`src/rtl/x_corr_pkg.sv`:
```
// x_corr_pkg
// Shared types and helpers for the cross-correlator slice.
//   corrStateT   : RUN while windows are being accumulated, HOLD while a result
//                  waits for the downstream handshake
//   PIPE_LATENCY : stages between an accepted sample and its effect on the
//                  reported peak (product, accumulate, magnitude, compare)
//   satAdd       : signed add clamped to a given bit width, used by the
//                  accumulators when X_CORR_SATURATE_EN is defined
package x_corr_pkg;

   typedef enum logic {
      RUN  = 1'b0,
      HOLD = 1'b1
   } corrStateT;

   localparam int PIPE_LATENCY = 4;

   // Adds two sign-extended operands at 65 bits so the true sum is never lost,
   // then clamps it to the signed range of 'width' bits (width <= 63).
   function automatic logic signed [63:0] satAdd(
      input logic signed [63:0] a,
      input logic signed [63:0] b,
      input int                 width
   );
      logic signed [64:0] sum;
      logic signed [64:0] hiLimit;
      logic signed [64:0] loLimit;
      sum     = $signed({a[63], a}) + $signed({b[63], b});
      hiLimit = (65'sd1 <<< (width - 1)) - 65'sd1;
      loLimit = -hiLimit - 65'sd1;
      if (sum > hiLimit) begin
         return hiLimit[63:0];
      end else if (sum < loLimit) begin
         return loLimit[63:0];
      end else begin
         return sum[63:0];
      end
   endfunction

endpackage

```
`src/rtl/x_corr_core_mac.sv`:
```
// cmplx_conj_mac
// Registers x*conj(y) for one sample pair and folds it into a pair of window
// accumulators on the following cycle.
//   clk, rst_n        : clock, asynchronous active-low reset
//   i_clear           : synchronous clear of product stage and accumulators
//   i_valid           : sample pair accepted this cycle
//   i_first           : accepted sample opens a new window (load, not add)
//   i_xi/i_xq         : reference sample, real/imaginary (signed)
//   i_yi/i_yq         : capture sample, real/imaginary (signed)
//   o_accI/o_accQ     : running window sums (signed)
// Build option: X_CORR_SATURATE_EN makes the accumulators clamp at their signed
// limits instead of wrapping.
module cmplx_conj_mac
   import x_corr_pkg::*;
#(
   parameter int xi_bits    = 8,
   parameter int xq_bits    = 8,
   parameter int yi_bits    = 8,
   parameter int yq_bits    = 8,
   parameter int acc_i_bits = 24,
   parameter int acc_q_bits = 24
) (
   input  logic                  clk,
   input  logic                  rst_n,
   input  logic                  i_clear,
   input  logic                  i_valid,
   input  logic                  i_first,
   input  logic [xi_bits-1:0]    i_xi,
   input  logic [xq_bits-1:0]    i_xq,
   input  logic [yi_bits-1:0]    i_yi,
   input  logic [yq_bits-1:0]    i_yq,
   output logic [acc_i_bits-1:0] o_accI,
   output logic [acc_q_bits-1:0] o_accQ
);

   localparam int W_A       = xi_bits + yi_bits;
   localparam int W_B       = xq_bits + yq_bits;
   localparam int W_C       = xq_bits + yi_bits;
   localparam int W_D       = xi_bits + yq_bits;
   localparam int W_AB      = (W_A > W_B) ? W_A : W_B;
   localparam int W_CD      = (W_C > W_D) ? W_C : W_D;
   localparam int PROD_BITS = ((W_AB > W_CD) ? W_AB : W_CD) + 1;

   logic signed [PROD_BITS-1:0]  w_xiExt;
   logic signed [PROD_BITS-1:0]  w_xqExt;
   logic signed [PROD_BITS-1:0]  w_yiExt;
   logic signed [PROD_BITS-1:0]  w_yqExt;
   logic signed [PROD_BITS-1:0]  w_prodI;
   logic signed [PROD_BITS-1:0]  w_prodQ;
   logic signed [PROD_BITS-1:0]  r_prodI;
   logic signed [PROD_BITS-1:0]  r_prodQ;
   logic                         r_prodValid;
   logic                         r_prodFirst;
   logic signed [acc_i_bits-1:0] r_accI;
   logic signed [acc_q_bits-1:0] r_accQ;
   logic signed [acc_i_bits-1:0] w_nextI;
   logic signed [acc_q_bits-1:0] w_nextQ;
`ifdef X_CORR_SATURATE_EN
   logic signed [63:0]           w_satI;
   logic signed [63:0]           w_satQ;
`endif

   // Complex multiply by the conjugate of y. Every operand is sign-extended to
   // the full product width first, so the products and the final add/subtract
   // can never overflow.
   always_comb begin
      w_xiExt = PROD_BITS'($signed(i_xi));
      w_xqExt = PROD_BITS'($signed(i_xq));
      w_yiExt = PROD_BITS'($signed(i_yi));
      w_yqExt = PROD_BITS'($signed(i_yq));
      w_prodI = w_xiExt * w_yiExt + w_xqExt * w_yqExt;
      w_prodQ = w_xqExt * w_yiExt - w_xiExt * w_yqExt;
   end

   // Stage 1: capture the product of each accepted pair together with a
   // window-start flag. The valid flag is a one-cycle pulse that makes the
   // accumulator act on the next edge.
   always_ff @(posedge clk or negedge rst_n) begin
      if (!rst_n) begin
         r_prodI     <= '0;
         r_prodQ     <= '0;
         r_prodValid <= 1'b0;
         r_prodFirst <= 1'b0;
      end else if (i_clear) begin
         r_prodI     <= '0;
         r_prodQ     <= '0;
         r_prodValid <= 1'b0;
         r_prodFirst <= 1'b0;
      end else begin
         r_prodValid <= i_valid;
         if (i_valid) begin
            r_prodI     <= w_prodI;
            r_prodQ     <= w_prodQ;
            r_prodFirst <= i_first;
         end
      end
   end

   // Next accumulator value. A window's first product is added to zero
   // instead of the old sum, which turns the add into a load without a second
   // datapath. The product is resized to the accumulator width. With the
   // saturation option the result clamps; otherwise it wraps modulo 2^width.
   always_comb begin
`ifdef X_CORR_SATURATE_EN
      w_satI  = satAdd(r_prodFirst ? 64'sd0 : 64'(r_accI), 64'(r_prodI), acc_i_bits);
      w_satQ  = satAdd(r_prodFirst ? 64'sd0 : 64'(r_accQ), 64'(r_prodQ), acc_q_bits);
      w_nextI = acc_i_bits'(w_satI);
      w_nextQ = acc_q_bits'(w_satQ);
`else
      w_nextI = (r_prodFirst ? '0 : r_accI) + acc_i_bits'(r_prodI);
      w_nextQ = (r_prodFirst ? '0 : r_accQ) + acc_q_bits'(r_prodQ);
`endif
   end

   // Stage 2: the accumulators only move when a registered product is
   // present, so input gaps simply leave the partial sums untouched.
   always_ff @(posedge clk or negedge rst_n) begin
      if (!rst_n) begin
         r_accI <= '0;
         r_accQ <= '0;
      end else if (i_clear) begin
         r_accI <= '0;
         r_accQ <= '0;
      end else if (r_prodValid) begin
         r_accI <= w_nextI;
         r_accQ <= w_nextQ;
      end
   end

   assign o_accI = r_accI;
   assign o_accQ = r_accQ;

endmodule

```
`src/rtl/x_corr_core.sv`:
```
// x_corr_core
// Streaming complex cross-correlator with peak detection. Over num_lags windows
// of 'length' accepted samples it sums x*conj(y) per window, takes |sum|^2 and
// reports the largest value and the lag (window index) that produced it.
//   clk, rst_n         : clock, asynchronous active-low reset
//   xi, xq, yi, yq     : reference (x) and capture (y) sample, signed
//   m_axis_tvalid      : input sample pair valid
//   s_axis_tready      : block accepts a sample pair (RUN state)
//   s_axis_tvalid      : result valid (HOLD state)
//   m_axis_tready      : downstream takes the result
//   out_max            : peak magnitude-squared, saturated to out_max_bits
//   index              : lag index of the peak
// Build option: X_CORR_SATURATE_EN (see cmplx_conj_mac) selects saturating
// window accumulators; by default they wrap.
module x_corr_core
   import x_corr_pkg::*;
#(
   parameter int xi_bits             = 8,
   parameter int xq_bits             = 8,
   parameter int yi_bits             = 8,
   parameter int yq_bits             = 8,
   parameter int i_bits              = 24,
   parameter int q_bits              = 24,
   parameter int length              = 16,
   parameter int length_counter_bits = 4,
   parameter int num_lags            = length + 1,
   parameter int out_max_bits        = 48
) (
   input  logic                         clk,
   input  logic                         rst_n,
   input  logic [xi_bits-1:0]           xi,
   input  logic [xq_bits-1:0]           xq,
   input  logic [yi_bits-1:0]           yi,
   input  logic [yq_bits-1:0]           yq,
   input  logic                         m_axis_tvalid,
   output logic                         s_axis_tready,
   output logic                         s_axis_tvalid,
   input  logic                         m_axis_tready,
   output logic [out_max_bits-1:0]      out_max,
   output logic [length_counter_bits:0] index
);

   localparam int LAG_BITS  = length_counter_bits + 1;
   localparam int TAG_LAST  = PIPE_LATENCY - 1;
   localparam int ACC_BITS  = (i_bits > q_bits) ? i_bits : q_bits;
   localparam int SQ_BITS   = 2 * ACC_BITS;
   localparam int MAG_BITS  = SQ_BITS + 1;
   localparam int WIDE_BITS = (MAG_BITS > out_max_bits) ? MAG_BITS : out_max_bits;
   localparam logic [length_counter_bits-1:0] SAMPLE_LAST = length_counter_bits'(length - 1);
   localparam logic [LAG_BITS-1:0]            LAG_END     = LAG_BITS'(num_lags);
   localparam logic [LAG_BITS-1:0]            LAG_FINAL   = LAG_BITS'(num_lags - 1);

   corrStateT                        r_state;
   corrStateT                        w_nextState;
   logic                             r_readyEn;
   logic                             w_accept;
   logic                             w_release;
   logic                             w_finalDone;
   logic [length_counter_bits-1:0]   r_sampleCount;
   logic [LAG_BITS-1:0]              r_lagCount;
   logic                             r_s1Valid;
   logic                             r_s1Last;
   logic                             r_s2Done;
   logic                             r_s3Done;
   logic [LAG_BITS-1:0]              r_lagPipe [1:TAG_LAST];
   logic [i_bits-1:0]                w_accI;
   logic [q_bits-1:0]                w_accQ;
   logic signed [SQ_BITS-1:0]        w_extI;
   logic signed [SQ_BITS-1:0]        w_extQ;
   logic [SQ_BITS-1:0]               w_sqI;
   logic [SQ_BITS-1:0]               w_sqQ;
   logic [WIDE_BITS-1:0]             w_magWide;
   logic [WIDE_BITS-1:0]             w_magLimit;
   logic [out_max_bits-1:0]          w_magSat;
   logic [out_max_bits-1:0]          r_mag;
   logic [out_max_bits-1:0]          r_max;
   logic [LAG_BITS-1:0]              r_index;

   // Handshake decode. A release is the downstream taking the held result;
   // it clears the whole correlation so the next run starts from lag 0.
   // The final window is recognised when its magnitude reaches the compare
   // stage, which is the same edge that raises the result valid.
   always_comb begin
      w_accept    = m_axis_tvalid && s_axis_tready;
      w_release   = s_axis_tvalid && m_axis_tready;
      w_finalDone = r_s3Done && (r_lagPipe[TAG_LAST] == LAG_FINAL);
   end

   // Keeps tready low while reset is held and lets it rise on the first clock
   // after reset is released.
   always_ff @(posedge clk or negedge rst_n) begin
      if (!rst_n) begin
         r_readyEn <= 1'b0;
      end else begin
         r_readyEn <= 1'b1;
      end
   end

   // Sample and lag counters. The sample counter wraps at the end of every
   // window; the lag counter stops at num_lags, a value that never matches a
   // real window. Samples that arrive after the last window but before HOLD is
   // entered land in that phantom window and are dropped.
   always_ff @(posedge clk or negedge rst_n) begin
      if (!rst_n) begin
         r_sampleCount <= '0;
         r_lagCount    <= '0;
      end else if (w_release) begin
         r_sampleCount <= '0;
         r_lagCount    <= '0;
      end else if (w_accept) begin
         if (r_sampleCount == SAMPLE_LAST) begin
            r_sampleCount <= '0;
            if (r_lagCount != LAG_END) begin
               r_lagCount <= r_lagCount + LAG_BITS'(1);
            end
         end else begin
            r_sampleCount <= r_sampleCount + length_counter_bits'(1);
         end
      end
   end

   cmplx_conj_mac #(
      .xi_bits    (xi_bits),
      .xq_bits    (xq_bits),
      .yi_bits    (yi_bits),
      .yq_bits    (yq_bits),
      .acc_i_bits (i_bits),
      .acc_q_bits (q_bits)
   ) u_mac (
      .clk     (clk),
      .rst_n   (rst_n),
      .i_clear (w_release),
      .i_valid (w_accept),
      .i_first (r_sampleCount == '0),
      .i_xi    (xi),
      .i_xq    (xq),
      .i_yi    (yi),
      .i_yq    (yq),
      .o_accI  (w_accI),
      .o_accQ  (w_accQ)
   );

   // Control tags that travel beside the datapath. Each done flag is a
   // one-cycle pulse, so the lag tags can shift every cycle and still line up
   // with the data they describe, whatever the gaps in the input stream.
   always_ff @(posedge clk or negedge rst_n) begin
      if (!rst_n) begin
         r_s1Valid <= 1'b0;
         r_s1Last  <= 1'b0;
         r_s2Done  <= 1'b0;
         r_s3Done  <= 1'b0;
         for (int k = 1; k <= TAG_LAST; k++) begin
            r_lagPipe[k] <= '0;
         end
      end else if (w_release) begin
         r_s1Valid <= 1'b0;
         r_s1Last  <= 1'b0;
         r_s2Done  <= 1'b0;
         r_s3Done  <= 1'b0;
         for (int k = 1; k <= TAG_LAST; k++) begin
            r_lagPipe[k] <= '0;
         end
      end else begin
         r_s1Valid <= w_accept;
         if (w_accept) begin
            r_s1Last     <= (r_sampleCount == SAMPLE_LAST);
            r_lagPipe[1] <= r_lagCount;
         end
         r_s2Done <= r_s1Valid && r_s1Last && (r_lagPipe[1] != LAG_END);
         r_s3Done <= r_s2Done;
         for (int k = 2; k <= TAG_LAST; k++) begin
            r_lagPipe[k] <= r_lagPipe[k-1];
         end
      end
   end

   // Magnitude-squared at full precision. The accumulators are sign-extended
   // before squaring so the square is exact; the two non-negative squares are
   // then summed with one spare bit and clamped to all-ones if they exceed the
   // output width.
   always_comb begin
      w_extI     = SQ_BITS'($signed(w_accI));
      w_extQ     = SQ_BITS'($signed(w_accQ));
      w_sqI      = SQ_BITS'(w_extI * w_extI);
      w_sqQ      = SQ_BITS'(w_extQ * w_extQ);
      w_magWide  = WIDE_BITS'(w_sqI) + WIDE_BITS'(w_sqQ);
      w_magLimit = '0;
      w_magLimit[out_max_bits-1:0] = '1;
      w_magSat   = (w_magWide > w_magLimit) ? '1 : out_max_bits'(w_magWide);
   end

   // Stage 3: register the magnitude of a window the cycle after its sum is
   // complete. The next window may already be loading into the accumulators
   // on this same edge, which is how consecutive windows overlap.
   always_ff @(posedge clk or negedge rst_n) begin
      if (!rst_n) begin
         r_mag <= '0;
      end else if (w_release) begin
         r_mag <= '0;
      end else if (r_s2Done) begin
         r_mag <= w_magSat;
      end
   end

   // Stage 4: running peak. The strict compare keeps the earliest lag on
   // ties, and starting from zero means an all-zero input reports lag 0.
   always_ff @(posedge clk or negedge rst_n) begin
      if (!rst_n) begin
         r_max   <= '0;
         r_index <= '0;
      end else if (w_release) begin
         r_max   <= '0;
         r_index <= '0;
      end else if (r_s3Done && (r_mag > r_max)) begin
         r_max   <= r_mag;
         r_index <= r_lagPipe[TAG_LAST];
      end
   end

   // FSM state register.
   always_ff @(posedge clk or negedge rst_n) begin
      if (!rst_n) begin
         r_state <= RUN;
      end else begin
         r_state <= w_nextState;
      end
   end

   // FSM next state: enter HOLD when the final window's peak is decided, and
   // return to RUN once the downstream takes the result.
   always_comb begin
      w_nextState = r_state;
      case (r_state)
         RUN:     if (w_finalDone)   w_nextState = HOLD;
         HOLD:    if (m_axis_tready) w_nextState = RUN;
         default: w_nextState = RUN;
      endcase
   end

   // FSM outputs. Result valid is simply the HOLD state, so it rises and
   // tready falls on the same edge.
   always_comb begin
      s_axis_tready = r_readyEn && (r_state == RUN);
      s_axis_tvalid = (r_state == HOLD);
      out_max       = r_max;
      index         = r_index;
   end

endmodule

```
`config.mk`:
```
export PLATFORM = sky130hd
export DESIGN_NAME = x_corr_core
export DESIGN_NICKNAME = d
export VERILOG_FILES = /design/src/rtl/x_corr_pkg.sv /design/src/rtl/x_corr_core_mac.sv /design/src/rtl/x_corr_core.sv
export SDC_FILE = /design/constraint.sdc
export NUM_CORES = 2
export LEC_CHECK = 0
export ABC_CLOCK_PERIOD_IN_PS = 17700
export CAP_MARGIN = 10
export CORE_ASPECT_RATIO = 1.2
export CORE_MARGIN = 4
export CORE_UTILIZATION = 40
export DETAILED_ROUTE_END_ITERATION = 10
export GPL_TIMING_DRIVEN = 0
export PLACE_DENSITY = 0.64
export SYNTH_ARGS = -nofsm -noshare
export SYNTH_HDL_FRONTEND = slang
export SYNTH_SLANG_ARGS = --single-unit
```
`constraint.sdc`:
```
create_clock -name clk -period 17.7 [get_ports clk]
set_input_delay 5.31 -clock clk [delete_from_list [all_inputs] [get_ports clk]]
set_output_delay 5.31 -clock clk [all_outputs]
set_load 0.02 [all_outputs]
```
==> results.md <==
- The sink count of the clock tree is about 210.
- The register bit count reported by yosys is 214.
- The depth of the worst register-to-register path is 37.
- The tightest min-delay check is of the reg -> reg type.
- The final number of hold-violating endpoints is 0.
- After routing, the total negative slack on setup checks comes to 0 ps.
- For this run the aggregate overflow at the end of global routing stands at 0.
- Tracing the worst setup path back leads to its startpoint at u_mac.o_accI[12].
- Detailed routing inserted a total of 46670 vias.
- The number of hold buffers added after CTS was 0.
- Setup violations remaining at the end of the flow were counted as 0.
- Yosys printed 0 warnings.
- The global-route usage over all layers is 23.20%.
- The die covers 163300 um^2.
- The area used by sequential logic in the layout is 5355 um^2.
- The path type of the worst setup path is reg -> reg.
- Once layout is done, the placed cells without fillers occupy 67200 um^2.
- The critical path ends at r_mag[47].
- The floorplan has 158 rows.
- Data on the critical path is required at its endpoint by 18210 ps.
- The clock transition time at the flip-flop clock pins of the worst setup and hold paths is 60 ps.
- Among all flip-flop cells after synthesis, the most frequent one is sky130_fd_sc_hd__dfrtp_1.
- In the synthesized netlist the async set-or-reset flop fraction comes to 100.0%.
- The portion of the post-synthesis area used by sequential elements is roughly 8.5%.
- Measured along the x axis, the die boundary spans 369.6 um.
- The flow ran to the end, and the final reports show no timing, DRC or antenna violations.
- The final critical path takes up roughly two thirds of the cycle.
- The count of nets left with antenna violations once routing finished came out at 0.
- The library cell used as clock root buffer is sky130_fd_sc_hd__clkbuf_16.
- The post-cts repair resize count is 0.
- The area of the core is about 160000 um^2.
- The shortest clock period the worst path allows after layout is 12050 ps.
- The synthesized net count is 8774.
- For this design the top-level I/O count stands at 91.
- The total half-perimeter wirelength after legalization and detailed placement is 156800 um.
- The maximum fanout count along the critical path is 10.
- In this run, synthesis inferred 0 flip-flops with an integrated enable.
- The number of H-tree levels is 1.
- Data on the critical path arrives at its endpoint at 12560 ps.
- In this run the tightest slew margin relative to its limit is 17.57%.
- The pin count of the biggest net entering global routing is 120.
- The via count of the first global-routing pass is between 50000 and 60000.
- Buffers inserted during clock tree synthesis total 25.
- The first TritonRoute pass finished after 6 iterations.
- The unique cell type count in the Yosys netlist is 89.
- The DRC violation count after routing is 0.
- The first global-routing pass estimated 291000 um of wire.
- The total setup buffers inserted after CTS is 0.
- In the final routed layout, each cell accounts on average for 20.57 um.
- For this configuration, the core starts out at a cell density of 40.43%.
- The highest clock frequency the design can meet is 83.01 MHz.
- The sum of routed wire length over all layers is around 190000 um.
- The initial antenna violation count is 5.
- The top cell types in the final layout, fill and taps aside, are sky130_fd_sc_hd__inv_1 (1699), sky130_fd_sc_hd__fa_1 (1336), sky130_fd_sc_hd__nand2_1 (587).
- The worst register-to-register path begins at u_mac.o_accI[12].
- Setup repair after global routing left no endpoint under its margin.
- The share of post-route cells with drive strength above 1 is 1.438%.
- The TritonCTS clock tree is yes.
- Measured along the y axis, the die boundary spans 441.9 um.
- The slowest stage of the critical path belongs to the cell sky130_fd_sc_hd__clkbuf_1.
- The instance area after placement is roughly 66000 um^2.
- The area growth from synthesis to layout is 7.103%.
- After detailed routing, the number of vias per cell comes to 5.164.
- The detailed router finished its first iteration with 2913 violations.
- The max-slew violation count was 0.
- STA classifies the critical path endpoint as a flip-flop.
- Clock latency on the worst-skew pair, taken at its later pin, is 570 ps.
- At the pin with the least slew margin, the transition time is 1236 ps.
- The most numerous cell on the critical path is sky130_fd_sc_hd__fa_1.
- The worst-case clock skew is ~28 ps.
- Dividing the synthesized area by the synthesized cell count gives 9.202 um^2.
- The multi-input combinational cells in the finished layout cover a total of 50100 um^2.
- The weighted congestion reported at the end of routability-driven placement is roughly 1.
- The post-synthesis cell area is roughly 63000 um^2.
- In this design, the stage delay of the slowest critical-path cell is roughly 860 ps.
- The final net count is 8892.
- The number of standard cells after synthesis is between 6000 and 7000.
- The endpoint identified for the worst register-to-register timing path is r_mag[47].
- The category of the worst setup path launch point is a flip-flop.
- Setup slack on the worst reg-to-reg path comes out at 5650 ps.
- The number of max-cap violations is 0.
- In this run the tool buffered the top-level ports with 90 buffer cells.
- The layout has 15190 filler cells.
- The worst-case clock buffer depth is 3.
- The library cell used most frequently in the layout, excluding fill and tap cells, is sky130_fd_sc_hd__inv_1.
through the flow:
step                      worst slack, ps  hold WS [ps]  utilization [%]  instances
after floorplan                      7252         407.3                -       6819
after global placement               1820         417.0            42.69       8989
after detailed placement             5684         421.7            42.71       8990
after CTS                            5877         430.3            43.30       9035
after global routing                 5425         458.3            43.30       9035
final                                5653         438.7            43.31       9038
area by class of cell:
cell class	count	area share, %
Multi-Input combinational cell	4672	74.55
Inverter	1699	9.489
Sequential cell	214	7.968
Tap cell	2080	3.873
Timing Repair Buffer	91	1.389
Buffer	234	1.357
Clock buffer	32	1.074
Clock inverter	13	0.2849
Antenna cell	3	0.01117
worst max-delay path, delay by kind of cell (launching register included):
| family | cells | cell delay [ps] |
|---|---|---|
| simple gates | 6 | 1750 |
| fa+ha+maj | 9 | 4140 |
| xor+xnor | 1 | 150 |
| flops | 1 | 450 |
| compound gates | 13 | 3230 |
| buf+inv | 8 | 2210 |
state kept, by name (all words and copies together) (netlist names), 4 cells and up:
signal	count
r_mag	48
r_lagCount	5
u_mac.r_prodI	17
r_lagPipe	15
u_mac.o_accQ	24
u_mac.o_accI	24
r_sampleCount	4
out_max	48
u_mac.r_prodQ	17
index	5
layer usage:
layer | track usage, % | routed length [um]
met1 | 28.36 | 70970
met5 | 0 | 41
met3 | 4.026 | 13180
met4 | 11.82 | 12200
met2 | 39.35 | 89500
cells by family after synthesis:
family | after synthesis | share of synthesized area (%)
buf+inv | 1933 | 11.62
fa+ha+maj | 1919 | 54.25
simple gates | 1581 | 12.40
compound gates | 836 | 8.427
xor+xnor | 296 | 4.132
flops | 214 | 8.534
mux | 39 | 0.6321
other cells | 1 | 0.005976
how the worst min path moves through the flow:
stage | slack (ps) | cells past startpoint | startpoint | to
2_1_floorplan | 410 | 1 | r_lagPipe[10] | r_s2Done
3_3_place_gp | 420 | 1 | r_lagPipe[10] | r_s2Done
3_5_place_dp | 420 | 1 | r_lagPipe[10] | r_s2Done
4_1_cts | 430 | 1 | r_lagPipe[10] | r_s2Done
5_1_grt | 460 | 1 | r_lagPipe[10] | r_s2Done
6_report | 440 | 1 | r_lagPipe[10] | r_s2Done
Yosys cell counts (14+ instances only):
master,n,area (um^2)
sky130_fd_sc_hd__inv_1,1699,6377
sky130_fd_sc_hd__fa_1,1336,26750
sky130_fd_sc_hd__nand2_1,587,2203
sky130_fd_sc_hd__ha_1,583,7295
sky130_fd_sc_hd__and2_1,363,2271
sky130_fd_sc_hd__a21oi_1,250,1251
sky130_fd_sc_hd__clkbuf_1,215,807.0
sky130_fd_sc_hd__dfrtp_1,214,5355
sky130_fd_sc_hd__xnor2_1,214,1874
sky130_fd_sc_hd__nor2_1,208,780.8
sky130_fd_sc_hd__o21ai_0,198,991.0
sky130_fd_sc_hd__nand3_1,131,655.6
sky130_fd_sc_hd__a21o_1,125,938.4
sky130_fd_sc_hd__nor2b_1,101,631.9
sky130_fd_sc_hd__xor2_1,82,718.2
sky130_fd_sc_hd__nand2b_1,63,394.1
sky130_fd_sc_hd__o21bai_1,36,270.3
sky130_fd_sc_hd__mux2i_1,34,340.3
sky130_fd_sc_hd__o21a_1,34,255.2
sky130_fd_sc_hd__o21ai_1,29,145.1
sky130_fd_sc_hd__nand4_1,26,162.7
sky130_fd_sc_hd__nor3_1,25,125.1
sky130_fd_sc_hd__a211oi_1,22,165.2
sky130_fd_sc_hd__o31ai_1,17,127.6
sky130_fd_sc_hd__a31oi_1,16,100.1
sky130_fd_sc_hd__and3_1,16,100.1
sky130_fd_sc_hd__or3_1,14,87.58
Power is not shown: default switching activity piles up to over one toggle a cycle in this logic, so the estimate is an artifact.
